[config.mk]
export PLATFORM = sky130hd
export DESIGN_NAME = screen_sequencer
export DESIGN_NICKNAME = d
export VERILOG_FILES = /design/src/rtl/game_pkg.sv /design/src/rtl/frame_timer.sv /design/src/rtl/screen_sequencer.sv
export SDC_FILE = /design/constraint.sdc
export NUM_CORES = 1
export LEC_CHECK = 0
export CORE_ASPECT_RATIO = 1.4
export CORE_MARGIN = 2
export CORE_UTILIZATION = 39
export DETAILED_ROUTE_END_ITERATION = 8
export PLACE_DENSITY = 0.8
export SETUP_SLACK_MARGIN = 0.02
export SLEW_MARGIN = 40
export SYNTH_ARGS = -nofsm -noshare
export SYNTH_HDL_FRONTEND = slang
export SYNTH_SLANG_ARGS = --single-unit
[constraint.sdc]
create_clock -name clk_in -period 2.3 [get_ports clk_in]
set_input_delay 0.23 -clock clk_in [delete_from_list [all_inputs] [get_ports clk_in]]
set_output_delay 0.23 -clock clk_in [all_outputs]
set_load 0.01 [all_outputs]
[src/rtl/game_pkg.sv]
`default_nettype none
// ============================================================================
// Module      : game_pkg
// Description : Shared screen encoding and pixel constants for the game flow.
// Revision    : 1.0 - initial release
// ============================================================================
package game_pkg;

  typedef enum logic [1:0] {
    SCR_START   = 2'd0,
    SCR_CAPTURE = 2'd1,
    SCR_PLAY    = 2'd2,
    SCR_OVER    = 2'd3
  } screen_t;

  localparam logic [11:0] PIX_BLACK = 12'h000;

endpackage : game_pkg
`default_nettype wire

[src/rtl/frame_timer.sv]
`default_nettype none
// ============================================================================
// Module      : frame_timer
// Description : Loadable frame down-counter. Load has priority over
//               decrement; o_expire flags the last frame of a phase
//               (count == 1).
// Ports       : clk_in, rst_in   - clock, synchronous active-high reset
//               i_load/i_load_val - load a new frame count
//               i_dec             - decrement by one (frame boundary)
//               o_count           - current count
//               o_expire          - count == 1
// Revision    : 1.0 - initial release
// ============================================================================
module frame_timer #(
  parameter int FRAME_CNT_W = 12
) (
  input  logic                   clk_in,
  input  logic                   rst_in,
  input  logic                   i_load,
  input  logic [FRAME_CNT_W-1:0] i_load_val,
  input  logic                   i_dec,
  output logic [FRAME_CNT_W-1:0] o_count,
  output logic                   o_expire
);

  logic [FRAME_CNT_W-1:0] r_count;

  always_ff @(posedge clk_in) begin
    if (rst_in) begin
      r_count <= '0;
    end else if (i_load) begin
      r_count <= i_load_val;
    end else if (i_dec && (r_count != '0)) begin
      // Zero guard keeps the counter from wrapping if ever decremented at rest.
      r_count <= r_count - FRAME_CNT_W'(1);
    end
  end

  assign o_count  = r_count;
  assign o_expire = (r_count == FRAME_CNT_W'(1));

endmodule : frame_timer
`default_nettype wire

[src/rtl/screen_sequencer.sv]
`default_nettype none
// ============================================================================
// Module      : screen_sequencer
// Description : Game-flow controller. Selects START / CAPTURE / PLAY / OVER,
//               muxes the active renderer pixel, gates the centre button and
//               times the timed phases in frames. Screen changes only happen
//               on a frame boundary (hcount_in == 0 && vcount_in == 0).
// Ports       : clk_in, rst_in      - pixel clock, synchronous active-high reset
//               hcount_in/vcount_in - raster position
//               btnc_in, sw_hold_in - button level, debug freeze
//               start_over_in, play_over_in - screen completion requests
//               pixel_*_in          - renderer pixels
//               screen_sel_out, screen_start_out, btnc_pressed_out,
//               countdown_out, over_reason_out, pixel_out
// Config      : CAPTURE_SKIP_EN - a button edge in CAPTURE ends the phase at
//               the next frame boundary.
// Revision    : 1.0 - initial release
// ============================================================================
module screen_sequencer
  import game_pkg::*;
#(
  parameter int CAPTURE_FRAMES = 180,
  parameter int PLAY_FRAMES    = 1800,
  parameter int OVER_FRAMES    = 600,
  parameter int FRAME_CNT_W    = 12
) (
  input  logic                   clk_in,
  input  logic                   rst_in,
  input  logic [10:0]            hcount_in,
  input  logic [9:0]             vcount_in,
  input  logic                   btnc_in,
  input  logic                   sw_hold_in,
  input  logic                   start_over_in,
  input  logic                   play_over_in,
  input  logic [11:0]            pixel_start_in,
  input  logic [11:0]            pixel_capture_in,
  input  logic [11:0]            pixel_play_in,
  input  logic [11:0]            pixel_over_in,
  output logic [1:0]             screen_sel_out,
  output logic                   screen_start_out,
  output logic                   btnc_pressed_out,
  output logic [FRAME_CNT_W-1:0] countdown_out,
  output logic                   over_reason_out,
  output logic [11:0]            pixel_out
);

  localparam logic [FRAME_CNT_W-1:0] c_capture_load = FRAME_CNT_W'(CAPTURE_FRAMES);
  localparam logic [FRAME_CNT_W-1:0] c_play_load    = FRAME_CNT_W'(PLAY_FRAMES);
  localparam logic [FRAME_CNT_W-1:0] c_over_load    = FRAME_CNT_W'(OVER_FRAMES);

  screen_t     r_sel;
  logic        r_screen_start;
  logic        r_btnc_pressed;
  logic        r_over_reason;
  logic [11:0] r_pix;
  logic        r_btnc_q;
  logic        r_in_rst;       // high while in reset: produces the START entry pulse
  logic        r_start_pend;
  logic        r_play_pend;
  logic        r_btn_pend;
`ifdef CAPTURE_SKIP_EN
  logic        r_skip_pend;
`endif

  logic                   w_fb;
  logic                   w_step;
  logic                   w_edge;
  logic                   w_start_req;
  logic                   w_play_req;
  logic                   w_btn_req;
  logic                   w_skip_req;
  logic                   w_expire;
  logic                   w_trans;
  logic                   w_dec;
  logic [FRAME_CNT_W-1:0] w_load_val;
  screen_t                w_next;

  assign w_fb   = (hcount_in == 11'd0) && (vcount_in == 10'd0);
  assign w_step = w_fb & ~sw_hold_in;
  assign w_edge = btnc_in & ~r_btnc_q;

  // Requests include this cycle's event so one arriving on the boundary acts there.
  assign w_start_req = r_start_pend | (start_over_in && (r_sel == SCR_START));
  assign w_play_req  = r_play_pend  | (play_over_in  && (r_sel == SCR_PLAY));
  assign w_btn_req   = r_btn_pend   | (w_edge        && (r_sel == SCR_OVER));
`ifdef CAPTURE_SKIP_EN
  assign w_skip_req  = r_skip_pend  | (w_edge        && (r_sel == SCR_CAPTURE));
`else
  assign w_skip_req  = 1'b0;
`endif

  always_comb begin
    w_next     = r_sel;
    w_trans    = 1'b0;
    w_load_val = '0;
    unique case (r_sel)
      SCR_START: if (w_step && w_start_req) begin
        w_next = SCR_CAPTURE; w_trans = 1'b1; w_load_val = c_capture_load;
      end
      SCR_CAPTURE: if (w_step && (w_expire || w_skip_req)) begin
        w_next = SCR_PLAY; w_trans = 1'b1; w_load_val = c_play_load;
      end
      SCR_PLAY: if (w_step && (w_play_req || w_expire)) begin
        w_next = SCR_OVER; w_trans = 1'b1; w_load_val = c_over_load;
      end
      SCR_OVER: if (w_step && (w_btn_req || w_expire)) begin
        w_next = SCR_START; w_trans = 1'b1; w_load_val = '0;
      end
      default: ;
    endcase
  end

  // The entry boundary loads instead of decrementing, so each phase lasts N frames.
  assign w_dec = w_step && !w_trans && (r_sel != SCR_START);

  frame_timer #(
    .FRAME_CNT_W (FRAME_CNT_W)
  ) u_frame_timer (
    .clk_in     (clk_in),
    .rst_in     (rst_in),
    .i_load     (w_trans),
    .i_load_val (w_load_val),
    .i_dec      (w_dec),
    .o_count    (countdown_out),
    .o_expire   (w_expire)
  );

  always_ff @(posedge clk_in) begin
    if (rst_in) begin
      r_sel          <= SCR_START;
      r_screen_start <= 1'b0;
      r_btnc_pressed <= 1'b0;
      r_over_reason  <= 1'b0;
      r_pix          <= PIX_BLACK;
      r_btnc_q       <= 1'b0;
      r_in_rst       <= 1'b1;
      r_start_pend   <= 1'b0;
      r_play_pend    <= 1'b0;
      r_btn_pend     <= 1'b0;
`ifdef CAPTURE_SKIP_EN
      r_skip_pend    <= 1'b0;
`endif
    end else begin
      r_in_rst       <= 1'b0;
      r_btnc_q       <= btnc_in;
      r_screen_start <= w_trans | r_in_rst;
      r_btnc_pressed <= w_edge && ((r_sel == SCR_START) || (r_sel == SCR_OVER));
      r_sel          <= w_next;

      if (w_trans && (r_sel == SCR_PLAY))
        r_over_reason <= ~w_play_req;   // a play_over request wins over timeout

      // Pending flags hold across sw_hold_in and clear on any transition.
      r_start_pend <= w_start_req & ~w_trans;
      r_play_pend  <= w_play_req  & ~w_trans;
      r_btn_pend   <= w_btn_req   & ~w_trans;
`ifdef CAPTURE_SKIP_EN
      r_skip_pend  <= w_skip_req  & ~w_trans;
`endif

      unique case (r_sel)
        SCR_START:   r_pix <= pixel_start_in;
        SCR_CAPTURE: r_pix <= pixel_capture_in;
        SCR_PLAY:    r_pix <= pixel_play_in;
        SCR_OVER:    r_pix <= pixel_over_in;
        default:     r_pix <= PIX_BLACK;
      endcase
    end
  end

  assign screen_sel_out   = r_sel;
  assign screen_start_out = r_screen_start;
  assign btnc_pressed_out = r_btnc_pressed;
  assign over_reason_out  = r_over_reason;
  assign pixel_out        = r_pix;

endmodule : screen_sequencer
`default_nettype wire

==> flow_summary_export.csv, run 1 <==
group,metric,value,unit
cts,cts_tree,"built",
sta,worst_pin_slew,479,ps
worst_setup_path,worst_ep_arrival_time,2400,ps
sta,final_min_period_over_clock_period,0.943,
yosys,edff_count_synth,0,
final_layout,antennaDiodeCount,0,
sta,fmax,461,MHz
sta,setup_total_negative_slack,0,ps
floorplanning,core,0.00480,mm^2
run_status,outcome,"complete, no violations",
final_layout,fillers,420,
yosys,netlist_top_cells_area,"dfxtp_1 (36%), nor2_1 (8.4%), a222oi_1 (6.3%)",
floorplanning,start_util,0.398,
global_route,grt_antenna_before_repair,0,
floorplanning,std_cell_rows,30,
power_and_ir_drop,leakage,1.22,nW
yosys,postSynthCellCount,224,
yosys,async_reset_ff_frac,0,
cts,insertion_delay,290,ps
global_route,groute.layer.met3.usage,0.0673,
floorplanning,die_height,86.9,um
worst_setup_path,timing.critical_path.mode_cell,"o311a_1",
routing,dr_total_vias,2248,
yosys,yosysWarningCount,0,
final_layout,nNetsFinal,429,
yosys,yosys.area.top_type,"dfxtp_1",
global_route,grt_first_pass_wirelength,10800,um
place,postPlaceCellArea,0.00315,mm^2
global_route,globalRouteMet1Util,0.236,
floorplanning,dieWidth,63.2,um
sta,finalCriticalPeriod,2170,ps
final_layout,finalInstanceArea,0.00332,mm^2
sta,clock-skew-final,5.85,ps
floorplanning,num_io_pins,104,
global_route,groute.usage.overall,0.249,
routing,detail_route.wl_per_cell,16.4,um
global_route,grt_start_max_net_pins,25,
worst_setup_path,crit_path_max_incr_delay,370,ps
worst_setup_path,start_kind,"register",
yosys,synth_fp_nets,307,
yosys,synthesis.area,0.00191,mm^2
worst_setup_path,worst-endpoint-required,2530,ps
worst_setup_path,critical_path_class,"register to register",
cts,ctsHtreeMaxLevel,2,
global_route,grt-busiest-layer,"met2",
final_layout,area.growth.synth_to_final,73.5,%
floorplanning,fp.dieArea,0.00549,mm^2
yosys,yosysSeqAreaShare,0.356,
sta,slew_headroom,0.680,
worst_setup_path,kind_of_end_point_of_the_critical_path,"register",
cts,clock_path_buffers,2,
yosys,ys_seq_elements,34,
yosys,synthTopCellsByCount,"nor2_1 (43), dfxtp_1 (34), a21oi_1 (16)",
place,port_buffers,103,
final_layout,post_route_cells_drive_above_1_share,0.144,
sta,drv_slew,0,
yosys,synth.lib_cells_used.distinct,52,
yosys,synth_most_common_cell,"nor2_1",
routing,drt-total-wl,6760,um
routing,route.detailed.vias_per_inst,5.47,
run,timing.max_cap.violations,0,
place,gp_congestion,0.848,
worst_setup_path,cpMaxStageDelayCell,"o311a_1",
sta,grt_setup_unrepaired,"no",
routing,remaining_drc_errors,0,
routing,drt_pass1_iterations,4,
sta,timing.final.setup_violations,0,
cts,cts_inserted_buffers,5,
routing,drtIter0Drc,149,
worst_setup_path,worstPathCellList,"ha_1 > and2_1 > a41oi_2 > a21oi_2 > o311a_1 > buf_4 > o31ai_2 > o311a_1",
global_route,first_global_vias,2340,
cts,clkSlewWorstSetupHoldPaths,70,ps
place,dp_hpwl,5180,um
yosys,synthesized_area_per_cell,8.55,um^2
cts,clk_root_buffer_cell,"clkbuf_8",
power_and_ir_drop,pwr_dens,593,mW/mm^2
routing,route.antenna.remaining_nets,0,
yosys,synthDominantCellAreaShare,0.356,
cts,clkSinkCount,34,
yosys,synthFlopType,"dfxtp_1",
sta,final_hold_viol_count,0,
global_route,met2_usage,0.494,
worst_setup_path,worst-path-max-fanout,9,
power_and_ir_drop,vdd_drop_max,0.000468,V
global_route,grt_overflow,0,
hold_path,hold_path_class,"register to register",
## path summary, 6_finish.rpt
kind                       startpoint                       end  slack [ps]  cells past startpoint
max          u_frame_timer.o_count[0]  u_frame_timer.o_count[9]         130                      8
min                          r_btnc_q          btnc_pressed_out         440                      1
max reg2reg  u_frame_timer.o_count[0]  u_frame_timer.o_count[9]         130                      8
min reg2reg                  r_btnc_q          btnc_pressed_out         440                      1
## placed cells by master, fill, tap and decap left out, types with 2 or more instances in the layout
cell	Yosys	final
clkdlybuf4s50_1	0	103
nor2_1	43	43
dfxtp_1	34	32
buf_4	0	23
a21oi_1	16	15
a222oi_1	12	12
nand2_1	10	10
inv_1	9	9
nor4_1	8	8
ha_1	8	7
o31ai_1	5	5
nor3_1	5	5
nand3_1	5	5
xor2_1	5	5
o21ai_0	5	5
clkbuf_8	0	5
a211oi_1	3	3
nor4_4	2	2
a21oi_2	1	2
and2_1	2	2
nand4_1	2	2
o311a_1	2	2
nor3_2	2	2
nor2b_1	2	2
a41oi_1	3	2
a211oi_2	2	2
o22a_1	2	2
bufinv_16	0	2
## worst max-delay path: cells and delay by family (launching register included)
kind,cells,cell delay (ps)
AO/OA/AOI/OAI,5,1100
AND/OR/NAND/NOR,1,190
buffers and inverters,1,180
flip-flops,1,360
adder cells (fa/ha/maj),1,280
## through the flow
step                 util  cells  worst slack, ps  total power, mW  hold WS (ps)
CTS                 0.685    410             40.2             1.98           451
detailed placement  0.655    402             23.2             1.31           429
global route        0.691    411             8.12             2.07           461
finish              0.691    411              130             1.97           444
floorplan               -    224             77.5            0.984           258
global placement    0.655    402             67.6             1.30           414
## cell type report
| class | instances | area [um^2] | area share |
|---|---|---|---|
| well taps | 64 | 80.1 | 0.0241 |
| multi-input cells | 169 | 1160 | 0.350 |
| flip-flops and latches | 34 | 686 | 0.206 |
| repair buffers | 127 | 1220 | 0.368 |
| clock inverters | 3 | 68.8 | 0.0207 |
| inverters | 9 | 33.8 | 0.0102 |
| clock buffers | 5 | 68.8 | 0.0207 |
## metal layers
metal / up-vias / share of wire
li1: 1085 / -
met1: 1039 / 0.37
met2: 102 / 0.53
met3: 22 / 0.079
met4: 0 / 0.030
met5: - / 0
## flip-flops by register name, indices dropped and copies added, names as in the netlist
| signal | count |
|---|---|
| pixel_out | 12 |
| u_frame_timer.o_count | 12 |
| screen_sel_out | 2 |
| btnc_pressed_out | 1 |
| over_reason_out | 1 |
| r_btn_pend | 1 |
| r_btnc_q | 1 |
| r_in_rst | 1 |
| r_play_pend | 1 |
| r_start_pend | 1 |
| screen_start_out | 1 |
## cells by family (layout without fill, tap and decap cells)
kind of cell,after synthesis,in the layout,share of synthesized area
fa+ha+maj,8,8,0.0523
simple gates,93,93,0.263
compound gates,61,61,0.246
mux,1,1,0.00523
buf+inv,21,144,0.0503
xor+xnor,6,6,0.0275
flops,34,34,0.356
## what timing repair did
item                                    CTS  global route
endpoints found under the hold margin     0             0
buffers inserted                          0             1
hold buffers                              0             0
pin swaps                                 0             1
resized for setup                         2             5
endpoints found under the setup margin    1             8
## where the power goes
part	total, mW	switching (mW)	internal (mW)
logic	0.644	0.305	0.339
registers	0.664	0.0231	0.641
clock network	0.661	0.227	0.434
(Power assumes the default switching activity.)
==> run 2: changes to the inputs <==
--- a/config.mk
+++ b/config.mk
@@ -6,7 +6,6 @@
 export NUM_CORES = 1
 export LEC_CHECK = 0
 export CORE_ASPECT_RATIO = 1.4
-export CORE_MARGIN = 2
 export CORE_UTILIZATION = 39
 export DETAILED_ROUTE_END_ITERATION = 8
 export PLACE_DENSITY = 0.8
==> flow_summary_export.csv, run 2 (synthesized netlist as in run 1, its figures left out) <==
group,metric,value,unit
routing,drt_pass1_iterations,5,
cts,clkSlewWorstSetupHoldPaths,70,ps
cts,post_cts_hold_buffer_count,0,
place,postPlaceCellArea,0.00318,mm^2
worst_setup_path,critical_path_class,"register to register",
sta,final_min_period_over_clock_period,0.939,
cts,cts_resized,1,
cts,cts_inserted_buffers,5,
worst_setup_path,critPathTopFamily,"compound AO/OA/AOI/OAI gates",
power_and_ir_drop,vdd_drop_max,0.000397,V
floorplanning,start_util,0.415,
worst_setup_path,cpMaxStageDelayCell,"o311a_4",
global_route,first_global_vias,2163,
place,dp_hpwl,5120,um
final_layout,finalInstanceArea,0.00335,mm^2
final_layout,nNetsFinal,434,
final_layout,antennaDiodeCount,0,
global_route,grt_antenna_before_repair,0,
routing,dr_total_vias,2239,
final_layout,post_route_cells_drive_above_1_share,0.156,
power_and_ir_drop,share_clk_of_total_power,0.336,
sta,worst_hold_slack,436,ps
power_and_ir_drop,power_report.internal_total,1.42,mW
global_route,grt_overflow,0,
routing,drt-total-wl,6450,um
floorplanning,dieWidth,61.2,um
routing,route.antenna.remaining_nets,0,
floorplanning,die_height,84.9,um
power_and_ir_drop,power.share.combinational,0.330,
power_and_ir_drop,leakage,1.25,nW
floorplanning,core,0.00461,mm^2
final_layout,layout_commonest_cell,"clkdlybuf4s50_1",
sta,slew_headroom,0.720,
power_and_ir_drop,p_switching,0.558,mW
worst_setup_path,crit_buf_inv,2,
cts,clkSinkCount,34,
worst_setup_path,crit_path_max_incr_delay,400,ps
power_and_ir_drop,p_seq_frac,0.335,
cts,clock_path_buffers,2,
sta,timing.final.ws_setup,141,ps
power_and_ir_drop,pwr_dens,591,mW/mm^2
worst_setup_path,start_kind,"register",
global_route,grt_first_pass_wirelength,9600,um
worst_setup_path,worst_ep_arrival_time,2370,ps
sta,drv_slew,0,
place,gp_congestion,0.839,
floorplanning,num_io_pins,104,
sta,fmax,463,MHz
routing,remaining_drc_errors,0,
final_layout,layout_common_cells,"clkdlybuf4s50_1 (103), nor2_1 (43), dfxtp_1 (34)",
routing,detail_route.wl_per_cell,15.6,um
hold_path,hold_path_class,"register to register",
worst_setup_path,worst-path-max-fanout,7,
sta,worst_pin_slew,416,ps
run_status,outcome,"complete, no violations",
sta,finalCriticalPeriod,2160,ps
worst_setup_path,worst-endpoint-required,2510,ps
sta,clock-skew-final,5.53,ps
routing,drtIter0Drc,123,
place,pre_cts_ws,-28.2,ps
cts,clk_root_buffer_cell,"clkbuf_8",
run,timing.max_cap.violations,0,
sta,grt_setup_unrepaired,"no",
global_route,groute.usage.overall,0.248,
power_and_ir_drop,swShare,0.282,
worst_setup_path,worstPathCellList,"inv_1 > ha_1 > and2_1 > a41oi_2 > a21oi_2 > o311a_4 > or2_1 > buf_4 > a211oi_2",
sta,timing.final.setup_violations,0,
floorplanning,std_cell_rows,29,
global_route,grt_start_max_net_pins,25,
cts,ctsHtreeMaxLevel,2,
sta,final_hold_viol_count,0,
cts,insertion_delay,290,ps
worst_setup_path,kind_of_end_point_of_the_critical_path,"register",
floorplanning,fp.dieArea,0.00520,mm^2
final_layout,area.growth.synth_to_final,74.8,%
cts,post-cts-setup-buffer-count,0,
worst_setup_path,reg2reg_slack,140,ps
cts,cts_tree,"built",
routing,route.detailed.vias_per_inst,5.41,
place,port_buffers,103,
run 2: cell count changes in the layout (fill, tap and decap cells not counted):
cell,previous run,this run
buf_4,23,29
dfxtp_1,32,34
buf_12,1,0
dfxtp_2,1,0
dfxtp_4,1,0
ha_2,0,1
ha_4,1,0
o221ai_1,1,0
o221ai_2,0,1
o311a_1,2,1
o311a_4,0,1
run 2: layout make-up:
class	instances	area, um^2
Clock buffer	5	68.8
Tap cell	62	77.6
Clock inverter	3	68.8
Inverter	9	33.8
Sequential cell	34	681
Multi-Input combinational cell	169	1170
Fill cell	369	1260
Timing Repair Buffer	132	1250
run 2: power groups by stage:
stage / Combinational, mW / Sequential (mW) / Clock (mW)
2_1_floorplan: 0.284 / 0.699 / 0
3_3_place_gp: 0.631 / 0.675 / 0
3_5_place_dp: 0.637 / 0.677 / 0
4_1_cts: 0.641 / 0.663 / 0.678
5_1_grt: 0.704 / 0.669 / 0.698
6_report: 0.652 / 0.663 / 0.664
run 2: through the flow:
stage / std cells / total power [mW] / TNS, ps / utilization
4_1_cts: 414 / 1.98 / 0 / 0.720
6_report: 414 / 1.98 / 0 / 0.726
3_3_place_gp: 406 / 1.31 / 0 / 0.690
3_5_place_dp: 406 / 1.31 / -28.2 / 0.690
5_1_grt: 414 / 2.07 / 0 / 0.726
2_1_floorplan: 224 / 0.984 / 0 / -
run 2: metal layers:
metal	vias up	routed length, um	track usage
li1	1094	-	-
met1	1032	2380	0.242
met2	101	3350	0.465
met3	12	593	0.0579
met4	0	122	0.107
met5	-	0	0
run 2: path summary, 6_finish.rpt:
check	startpoint	to	cells past startpoint
setup / recovery	screen_sel_out[1]	u_frame_timer.o_count[1]	9
hold / removal	r_btnc_q	btnc_pressed_out	1
setup reg to reg	screen_sel_out[1]	u_frame_timer.o_count[1]	9
hold reg to reg	r_btnc_q	btnc_pressed_out	1
